### src/rtl/sram_arbiter_if.sv
// sram_arbiter_if
// Bundles every non-clock signal of sram_arbiter: the two requester ports
// (A = CPU bus bridge, B = QSPI/co-processor DMA), the busy flag and the
// SRAM pad-side signals.
//   slave  : direction set seen by the arbiter.
//   master : direction set seen by the surrounding logic (requesters + pads).
// Requests: x_valid/x_write/x_addr/x_wdata/x_mask in, x_ready out.
// Responses: x_rsp_valid (one-cycle pulse) and x_rdata (held) out.
// b_lock: grant-lock request for port B (only honoured with SRAM_ARB_LOCK_EN).
interface sram_arbiter_if;
    logic        a_valid;
    logic        a_ready;
    logic        a_write;
    logic [17:0] a_addr;
    logic [15:0] a_wdata;
    logic [1:0]  a_mask;
    logic        a_rsp_valid;
    logic [15:0] a_rdata;

    logic        b_valid;
    logic        b_ready;
    logic        b_write;
    logic [17:0] b_addr;
    logic [15:0] b_wdata;
    logic [1:0]  b_mask;
    logic        b_rsp_valid;
    logic [15:0] b_rdata;
    logic        b_lock;

    logic        busy;

    logic [17:0] io_sram_addr;
    logic [15:0] io_sram_dat_read;
    logic [15:0] io_sram_dat_write;
    logic        io_sram_dat_writeEnable;
    logic        io_sram_cs;
    logic        io_sram_we;
    logic        io_sram_oe;
    logic        io_sram_lb;
    logic        io_sram_ub;

    modport slave (
        input  a_valid, a_write, a_addr, a_wdata, a_mask,
        output a_ready, a_rsp_valid, a_rdata,
        input  b_valid, b_write, b_addr, b_wdata, b_mask, b_lock,
        output b_ready, b_rsp_valid, b_rdata,
        output busy,
        output io_sram_addr, io_sram_dat_write, io_sram_dat_writeEnable,
        output io_sram_cs, io_sram_we, io_sram_oe, io_sram_lb, io_sram_ub,
        input  io_sram_dat_read
    );

    modport master (
        output a_valid, a_write, a_addr, a_wdata, a_mask,
        input  a_ready, a_rsp_valid, a_rdata,
        output b_valid, b_write, b_addr, b_wdata, b_mask, b_lock,
        input  b_ready, b_rsp_valid, b_rdata,
        input  busy,
        input  io_sram_addr, io_sram_dat_write, io_sram_dat_writeEnable,
        input  io_sram_cs, io_sram_we, io_sram_oe, io_sram_lb, io_sram_ub,
        output io_sram_dat_read
    );
endinterface

### src/rtl/sram_arbiter.sv
// sram_arbiter
// Sequences a 16-bit asynchronous SRAM (18-bit word address) and shares it
// between two requesters with round-robin arbitration, one access at a time.
// Each access runs IDLE -> SETUP (1) -> ACCESS (WAIT_CYCLES) -> RECOVER (1).
// All pad strobes are registered; cs/we/oe/lb/ub are active low.
// Ports:
//   io_mainClk : clock, rising edge.
//   io_reset   : synchronous active-high reset.
//   bus        : sram_arbiter_if.slave (request ports A/B, busy, SRAM pads).
// Parameter:
//   WAIT_CYCLES : cycles OE/WE is held low (1..15, 0 behaves as 1).
// Optional build macro:
//   SRAM_ARB_LOCK_EN : lets port B hold priority while b_lock stays high.
module sram_arbiter #(
    parameter int WAIT_CYCLES = 2
) (
    input  logic           io_mainClk,
    input  logic           io_reset,
    sram_arbiter_if.slave  bus
);

    localparam int          WAIT_INT = (WAIT_CYCLES < 1) ? 1 : WAIT_CYCLES;
    localparam logic [3:0]  WAIT_EFF = 4'(WAIT_INT);

    typedef enum logic [1:0] {
        IDLE    = 2'd0,
        SETUP   = 2'd1,
        ACCESS  = 2'd2,
        RECOVER = 2'd3
    } state_t;

    localparam logic PORT_A = 1'b0;
    localparam logic PORT_B = 1'b1;

    state_t      state_reg;
    logic [3:0]  cnt_reg;
    logic        wr_reg;
    logic        port_reg;
    logic        last_reg;
    logic [17:0] addr_reg;
    logic [15:0] dat_write_reg;
    logic        dat_oe_reg;
    logic        cs_reg;
    logic        we_reg;
    logic        oe_reg;
    logic        lb_reg;
    logic        ub_reg;
    logic [15:0] a_rdata_reg;
    logic [15:0] b_rdata_reg;
    logic        a_rsp_reg;
    logic        b_rsp_reg;

    logic        lock_hold;
    logic        pick_b;
    logic        idle;
    logic        sel_write;
    logic [17:0] sel_addr;
    logic [15:0] sel_wdata;
    logic [1:0]  sel_mask;

`ifdef SRAM_ARB_LOCK_EN
    logic        lock_reg;
    // Lock only stays effective while the requester keeps b_lock asserted.
    assign lock_hold = lock_reg & bus.b_lock;
`else
    logic        unused_lock;
    assign unused_lock = bus.b_lock;
    assign lock_hold   = 1'b0;
`endif

    assign idle = (state_reg == IDLE);

    // B wins when it is alone, when it holds the lock, or when A was
    // served last; otherwise A takes the slot.
    always_comb begin
        pick_b = 1'b0;
        if (bus.b_valid) begin
            pick_b = !bus.a_valid || lock_hold || (last_reg == PORT_A);
        end
    end

    assign bus.a_ready = idle & bus.a_valid & ~pick_b;
    assign bus.b_ready = idle & pick_b;

    assign sel_write = pick_b ? bus.b_write : bus.a_write;
    assign sel_addr  = pick_b ? bus.b_addr  : bus.a_addr;
    assign sel_wdata = pick_b ? bus.b_wdata : bus.a_wdata;
    assign sel_mask  = pick_b ? bus.b_mask  : bus.a_mask;

    always_ff @(posedge io_mainClk) begin
        if (io_reset) begin
            state_reg     <= IDLE;
            cnt_reg       <= '0;
            wr_reg        <= 1'b0;
            port_reg      <= PORT_A;
            last_reg      <= PORT_B;
            addr_reg      <= '0;
            dat_write_reg <= '0;
            dat_oe_reg    <= 1'b0;
            cs_reg        <= 1'b1;
            we_reg        <= 1'b1;
            oe_reg        <= 1'b1;
            lb_reg        <= 1'b1;
            ub_reg        <= 1'b1;
            a_rdata_reg   <= '0;
            b_rdata_reg   <= '0;
            a_rsp_reg     <= 1'b0;
            b_rsp_reg     <= 1'b0;
`ifdef SRAM_ARB_LOCK_EN
            lock_reg      <= 1'b0;
`endif
        end else begin
            a_rsp_reg <= 1'b0;
            b_rsp_reg <= 1'b0;
`ifdef SRAM_ARB_LOCK_EN
            if (!bus.b_lock) begin
                lock_reg <= 1'b0;
            end
`endif
            case (state_reg)
                IDLE: begin
                    if (bus.a_ready || bus.b_ready) begin
                        // Pad signals are loaded here so they are already
                        // valid during the SETUP cycle.
                        port_reg  <= pick_b;
                        last_reg  <= pick_b;
                        wr_reg    <= sel_write;
                        addr_reg  <= sel_addr;
                        cs_reg    <= 1'b0;
                        if (sel_write) begin
                            lb_reg        <= ~sel_mask[0];
                            ub_reg        <= ~sel_mask[1];
                            dat_write_reg <= sel_wdata;
                            dat_oe_reg    <= 1'b1;
                        end else begin
                            lb_reg        <= 1'b0;
                            ub_reg        <= 1'b0;
                            dat_oe_reg    <= 1'b0;
                        end
`ifdef SRAM_ARB_LOCK_EN
                        if (pick_b) begin
                            lock_reg <= bus.b_lock;
                        end
`endif
                        state_reg <= SETUP;
                    end
                end
                SETUP: begin
                    if (wr_reg) begin
                        we_reg <= 1'b0;
                    end else begin
                        oe_reg <= 1'b0;
                    end
                    cnt_reg   <= WAIT_EFF - 4'd1;
                    state_reg <= ACCESS;
                end
                ACCESS: begin
                    if (cnt_reg == 4'd0) begin
                        if (!wr_reg) begin
                            if (port_reg == PORT_B) begin
                                b_rdata_reg <= bus.io_sram_dat_read;
                            end else begin
                                a_rdata_reg <= bus.io_sram_dat_read;
                            end
                        end
                        cs_reg <= 1'b1;
                        we_reg <= 1'b1;
                        oe_reg <= 1'b1;
                        lb_reg <= 1'b1;
                        ub_reg <= 1'b1;
                        if (port_reg == PORT_B) begin
                            b_rsp_reg <= 1'b1;
                        end else begin
                            a_rsp_reg <= 1'b1;
                        end
                        state_reg <= RECOVER;
                    end else begin
                        cnt_reg <= cnt_reg - 4'd1;
                    end
                end
                RECOVER: begin
                    // Write data stays driven through RECOVER for hold time.
                    dat_oe_reg <= 1'b0;
                    state_reg  <= IDLE;
                end
                default: begin
                    state_reg <= IDLE;
                end
            endcase
        end
    end

    assign bus.busy                    = ~idle;
    assign bus.io_sram_addr            = addr_reg;
    assign bus.io_sram_dat_write       = dat_write_reg;
    assign bus.io_sram_dat_writeEnable = dat_oe_reg;
    assign bus.io_sram_cs              = cs_reg;
    assign bus.io_sram_we              = we_reg;
    assign bus.io_sram_oe              = oe_reg;
    assign bus.io_sram_lb              = lb_reg;
    assign bus.io_sram_ub              = ub_reg;
    assign bus.a_rdata                 = a_rdata_reg;
    assign bus.b_rdata                 = b_rdata_reg;
    assign bus.a_rsp_valid             = a_rsp_reg;
    assign bus.b_rsp_valid             = b_rsp_reg;

endmodule

### src/flat_wrapper.sv
// flat-port wrapper written by rule: the top's interface ports become plain ports
module sram_arbiter_flat 
#(
    parameter int WAIT_CYCLES = 2
)
  (io_mainClk, io_reset, bus_a_valid, bus_a_write, bus_a_addr, bus_a_wdata, bus_a_mask, bus_a_ready, bus_a_rsp_valid, bus_a_rdata, bus_b_valid, bus_b_write, bus_b_addr, bus_b_wdata, bus_b_mask, bus_b_lock, bus_b_ready, bus_b_rsp_valid, bus_b_rdata, bus_busy, bus_io_sram_addr, bus_io_sram_dat_write, bus_io_sram_dat_writeEnable, bus_io_sram_cs, bus_io_sram_we, bus_io_sram_oe, bus_io_sram_lb, bus_io_sram_ub, bus_io_sram_dat_read);
  sram_arbiter_if bus_i ();
  input  logic io_mainClk;
  input  logic io_reset;
  input wire logic [$bits(bus_i.a_valid)-1:0] bus_a_valid;
  input wire logic [$bits(bus_i.a_write)-1:0] bus_a_write;
  input wire logic [$bits(bus_i.a_addr)-1:0] bus_a_addr;
  input wire logic [$bits(bus_i.a_wdata)-1:0] bus_a_wdata;
  input wire logic [$bits(bus_i.a_mask)-1:0] bus_a_mask;
  output wire logic [$bits(bus_i.a_ready)-1:0] bus_a_ready;
  output wire logic [$bits(bus_i.a_rsp_valid)-1:0] bus_a_rsp_valid;
  output wire logic [$bits(bus_i.a_rdata)-1:0] bus_a_rdata;
  input wire logic [$bits(bus_i.b_valid)-1:0] bus_b_valid;
  input wire logic [$bits(bus_i.b_write)-1:0] bus_b_write;
  input wire logic [$bits(bus_i.b_addr)-1:0] bus_b_addr;
  input wire logic [$bits(bus_i.b_wdata)-1:0] bus_b_wdata;
  input wire logic [$bits(bus_i.b_mask)-1:0] bus_b_mask;
  input wire logic [$bits(bus_i.b_lock)-1:0] bus_b_lock;
  output wire logic [$bits(bus_i.b_ready)-1:0] bus_b_ready;
  output wire logic [$bits(bus_i.b_rsp_valid)-1:0] bus_b_rsp_valid;
  output wire logic [$bits(bus_i.b_rdata)-1:0] bus_b_rdata;
  output wire logic [$bits(bus_i.busy)-1:0] bus_busy;
  output wire logic [$bits(bus_i.io_sram_addr)-1:0] bus_io_sram_addr;
  output wire logic [$bits(bus_i.io_sram_dat_write)-1:0] bus_io_sram_dat_write;
  output wire logic [$bits(bus_i.io_sram_dat_writeEnable)-1:0] bus_io_sram_dat_writeEnable;
  output wire logic [$bits(bus_i.io_sram_cs)-1:0] bus_io_sram_cs;
  output wire logic [$bits(bus_i.io_sram_we)-1:0] bus_io_sram_we;
  output wire logic [$bits(bus_i.io_sram_oe)-1:0] bus_io_sram_oe;
  output wire logic [$bits(bus_i.io_sram_lb)-1:0] bus_io_sram_lb;
  output wire logic [$bits(bus_i.io_sram_ub)-1:0] bus_io_sram_ub;
  input wire logic [$bits(bus_i.io_sram_dat_read)-1:0] bus_io_sram_dat_read;
  assign bus_i.a_valid = bus_a_valid;
  assign bus_i.a_write = bus_a_write;
  assign bus_i.a_addr = bus_a_addr;
  assign bus_i.a_wdata = bus_a_wdata;
  assign bus_i.a_mask = bus_a_mask;
  assign bus_a_ready = bus_i.a_ready;
  assign bus_a_rsp_valid = bus_i.a_rsp_valid;
  assign bus_a_rdata = bus_i.a_rdata;
  assign bus_i.b_valid = bus_b_valid;
  assign bus_i.b_write = bus_b_write;
  assign bus_i.b_addr = bus_b_addr;
  assign bus_i.b_wdata = bus_b_wdata;
  assign bus_i.b_mask = bus_b_mask;
  assign bus_i.b_lock = bus_b_lock;
  assign bus_b_ready = bus_i.b_ready;
  assign bus_b_rsp_valid = bus_i.b_rsp_valid;
  assign bus_b_rdata = bus_i.b_rdata;
  assign bus_busy = bus_i.busy;
  assign bus_io_sram_addr = bus_i.io_sram_addr;
  assign bus_io_sram_dat_write = bus_i.io_sram_dat_write;
  assign bus_io_sram_dat_writeEnable = bus_i.io_sram_dat_writeEnable;
  assign bus_io_sram_cs = bus_i.io_sram_cs;
  assign bus_io_sram_we = bus_i.io_sram_we;
  assign bus_io_sram_oe = bus_i.io_sram_oe;
  assign bus_io_sram_lb = bus_i.io_sram_lb;
  assign bus_io_sram_ub = bus_i.io_sram_ub;
  assign bus_i.io_sram_dat_read = bus_io_sram_dat_read;
  sram_arbiter #(.WAIT_CYCLES(WAIT_CYCLES)) u_core (.io_mainClk(io_mainClk), .io_reset(io_reset), .bus(bus_i));
endmodule
### config.mk
export PLATFORM = sky130hd
export DESIGN_NAME = sram_arbiter_flat
export DESIGN_NICKNAME = d
export VERILOG_FILES = /design/src/rtl/sram_arbiter_if.sv /design/src/rtl/sram_arbiter.sv /design/src/flat_wrapper.sv
export SDC_FILE = /design/constraint.sdc
export NUM_CORES = 1
export LEC_CHECK = 0
export CAP_MARGIN = 10
export CORE_MARGIN = 10
export CORE_UTILIZATION = 37
export CTS_CLUSTER_SIZE = 10
export DETAILED_ROUTE_END_ITERATION = 10
export GPL_ROUTABILITY_DRIVEN = 0
export PLACE_DENSITY_LB_ADDON = 0.3
export SETUP_SLACK_MARGIN = 0.3
export SYNTH_ARGS = -nofsm -noshare
export SYNTH_HDL_FRONTEND = slang
export SYNTH_SLANG_ARGS = --single-unit
### constraint.sdc
create_clock -name io_mainClk -period 1.6 [get_ports io_mainClk]
set_input_delay 0.32 -clock io_mainClk [delete_from_list [all_inputs] [get_ports io_mainClk]]
set_output_delay 0.32 -clock io_mainClk [all_outputs]
set_load 0.005 [all_outputs]
==> flow_summary.yaml <==
run_status:
  outcome: "finished, violations left"
  violations: "negative setup slack"
grt:
  grt_pass1_wl_um: 21650
  use_met2: 0.3276
  grt_use_met3: 0.09928
  grt-ovfl-total: 0
  grt_max_degree: 35
  grt_pass1_vias: 4315
  grt_usage: 0.1873
  use_met1: 0.1843
  antenna_found_initial: 0
  grt.busiest_layer: "met2"
routing:
  wl_per_cell_um: 18.90
  drc_errors: 0
  drt-initial-drc-count: 217
  vias_per_cell: 5.148
  antenna_left: 0
  drt_first_pass_iters: 4
  vias: 4118
  routed_wirelength_um: 15120
run:
  maxCapViolations: 0
floorplan:
  core.rowCount: 35
  die_w_um: 117.5
  die_area_um2: 13810
  fp.dieH_um: 117.5
  design.core.area_um2: 9240
  pin_count: 172
  initial_core_util: 0.3809
synth:
  synthFlopType: "dfxtp_1"
  synth_seq_cells: 83
  syn-num-nets: 543
  post-synth-top-area-cell: "dfxtp_1"
  synth-edff-count: 0
  ys_types: 40
  ys_seq_area_frac: 0.4721
  syn_area_per_cell_um2: 7.963
  synth_top_area_frac: 0.4721
  syn_inst: 442
  async_flop_share: 0
  synth_area_um2: 3520
  yosys-top-cells-area: "dfxtp_1, nand2_1, a311oi_1"
  ys.warnings.count: 0
clock_network:
  holdBufCountCts: 0
  cts-root-buf: "clkbuf_8"
  htreeDepth: 3
  path_clk_slew_ps: 90
  cts_buffer_depth: 2
  numCtsBuffers: 9
  insertion_delay_ps: 360
  clock_sinks: 83
  cts_tree: "yes"
timing:
  min_period_ps: 1679
  fmax_ghz: 0.5955
  period_share: 1.050
  fin_worst_skew_ps: 10.76
  layout_setup_ws_ps: -79.25
  max-slew-margin-rel: 0.6471
  tightest_slew_ps: 529.3
  final.setup.tns_ps: -1306
  final-hold-violation-count: 0
  maxSlewViolCount: 0
  setup_viol: 39
  rsz0062_at_grt: "yes"
cells_and_area:
  fill_cells: 612
  nets: 767
  area_delta_synth_final_pct: 98.19
  n_antenna_cell: 0
  largest_reg_flops: 18
  fin_area_um2: 6975
  drive_gt1_frac: 0.4560
  final_util: 0.7549
setup_path:
  crit_path_max_fanout: 8
  crit_required_ps: 1870
  slowest_delay_ps: 370
  cp_top_family: "buffers and inverters"
  cp_slowest_cell: "dfxtp_4"
  path_class: "reg -> reg"
  rrSetupSlack_ps: -80
  cp.arrival_ps: 1950
  worstSetupStartpointType: "flip-flop"
  endpoint_kind: "flip-flop"
  crit_buf_inv: 5
  cp_common_cell: "buf_6"
  crit_chain: "a21boi_4 -> buf_6 -> buf_6 -> mux2i_4 -> buf_4 -> buf_6 -> buf_12 -> nor2_1 -> a311oi_2"
min_path:
  min_path_type: "in -> reg"
pwr:
  cellPowerDensity_nw_per_um2: 1376
  ir_worst_vdd_mv: 0.6910
  total_power_mw: 9.596
  leakagePower_nw: 2.820
placement:
  post-place-ws_ps: -557.5
  place_area_um2: 5592
  dpl.hpwl_um: 9180
  portBuffers: 170
layer usage:
layer  routed length (um)  share of wire
met1                 5707           0.38
met2                 7526           0.50
met3                 1546           0.10
met4                  335          0.022
met5                    0              0
metrics by stage:
| step | hold WS [ps] | instances |
|---|---|---|
| 3_3_place_gp | 437.6 | 741 |
| 6_report | 418.8 | 800 |
| 2_1_floorplan | 439.9 | 442 |
| 4_1_cts | 372.5 | 781 |
| 3_5_place_dp | 444.9 | 741 |
| 5_1_grt | 428.3 | 800 |
layout by cell type, fill, tap and decap left out, types with 3 or more instances in the layout:
master	n
nor2_1	23
ha_4	4
mux2i_1	4
buf_6	25
inv_6	3
nor2_4	5
dfxtp_1	38
nand2_1	96
buf_4	38
nand3_1	3
nor2_2	16
clkbuf_2	17
nand2_2	18
clkdlybuf4s15_1	32
inv_2	3
a311oi_1	19
a311oi_2	15
clkbuf_8	9
a21oi_1	7
dfxtp_2	44
a21oi_2	34
dlygate4sd2_1	26
nand2_4	25
buf_16	6
clkdlybuf4s50_1	90
inv_4	3
buf_12	7
inv_1	7
synthesized netlist by cell type (all sizes together) (5+ instances only):
library cell  count
nand2           139
o21ai             5
dfxtp            83
nor2             44
nor3              5
inv              14
clkbuf           20
buf              13
a311oi           34
ha                6
mux2i             5
a21oi            42
logic make-up (layout without fill, tap and decap cells):
logic type                 count (synthesis)  count (layout)  share of synthesized area
and+or+nand+nor                          208             208                     0.2499
muxes                                      5               5                    0.01529
adders and majority gates                  6               6                    0.02133
DFF                                       83              83                     0.4721
AOI/OAI and AO/OA                         93              93                     0.1849
buffers and inverters                     47             276                    0.05652
timing repair:
item | 4_1_cts | 5_1_grt
buffers inserted | 16 | 17
endpoints found under the setup margin | 158 | 147
pin swaps | 74 | 37
cloned | 8 | 2
resized for setup | 230 | 184
layout make-up:
type | instances | area [um2] | area share
Tap cell | 129 | 161.4 | 0.02314
Sequential cell | 83 | 1720 | 0.2466
Multi-Input combinational cell | 312 | 2347 | 0.3365
Timing Repair Buffer | 246 | 2481 | 0.3557
Clock inverter | 7 | 76.32 | 0.01094
Clock buffer | 9 | 123.9 | 0.01776
Inverter | 14 | 65.06 | 0.009327
power breakdown:
part           switching (mW)  leakage (nW)  internal, mW
Clock                   0.844        0.0962         0.733
Sequential              0.373         0.697          2.64
Combinational            2.27          2.03          2.73
final timing paths:
path / startpoint / to / depth (start not counted)
worst max-delay path: u_core.last_reg / u_core.bus.io_sram_dat_write[11] / 9
worst min register to register: u_core.bus.io_sram_ub / u_core.bus.io_sram_ub / 2
worst min-delay path: io_reset / u_core.cnt_reg[2] / 2
worst max register to register: u_core.last_reg / u_core.bus.io_sram_dat_write[11] / 9
Note: power is estimated with default switching activity, not from simulation.
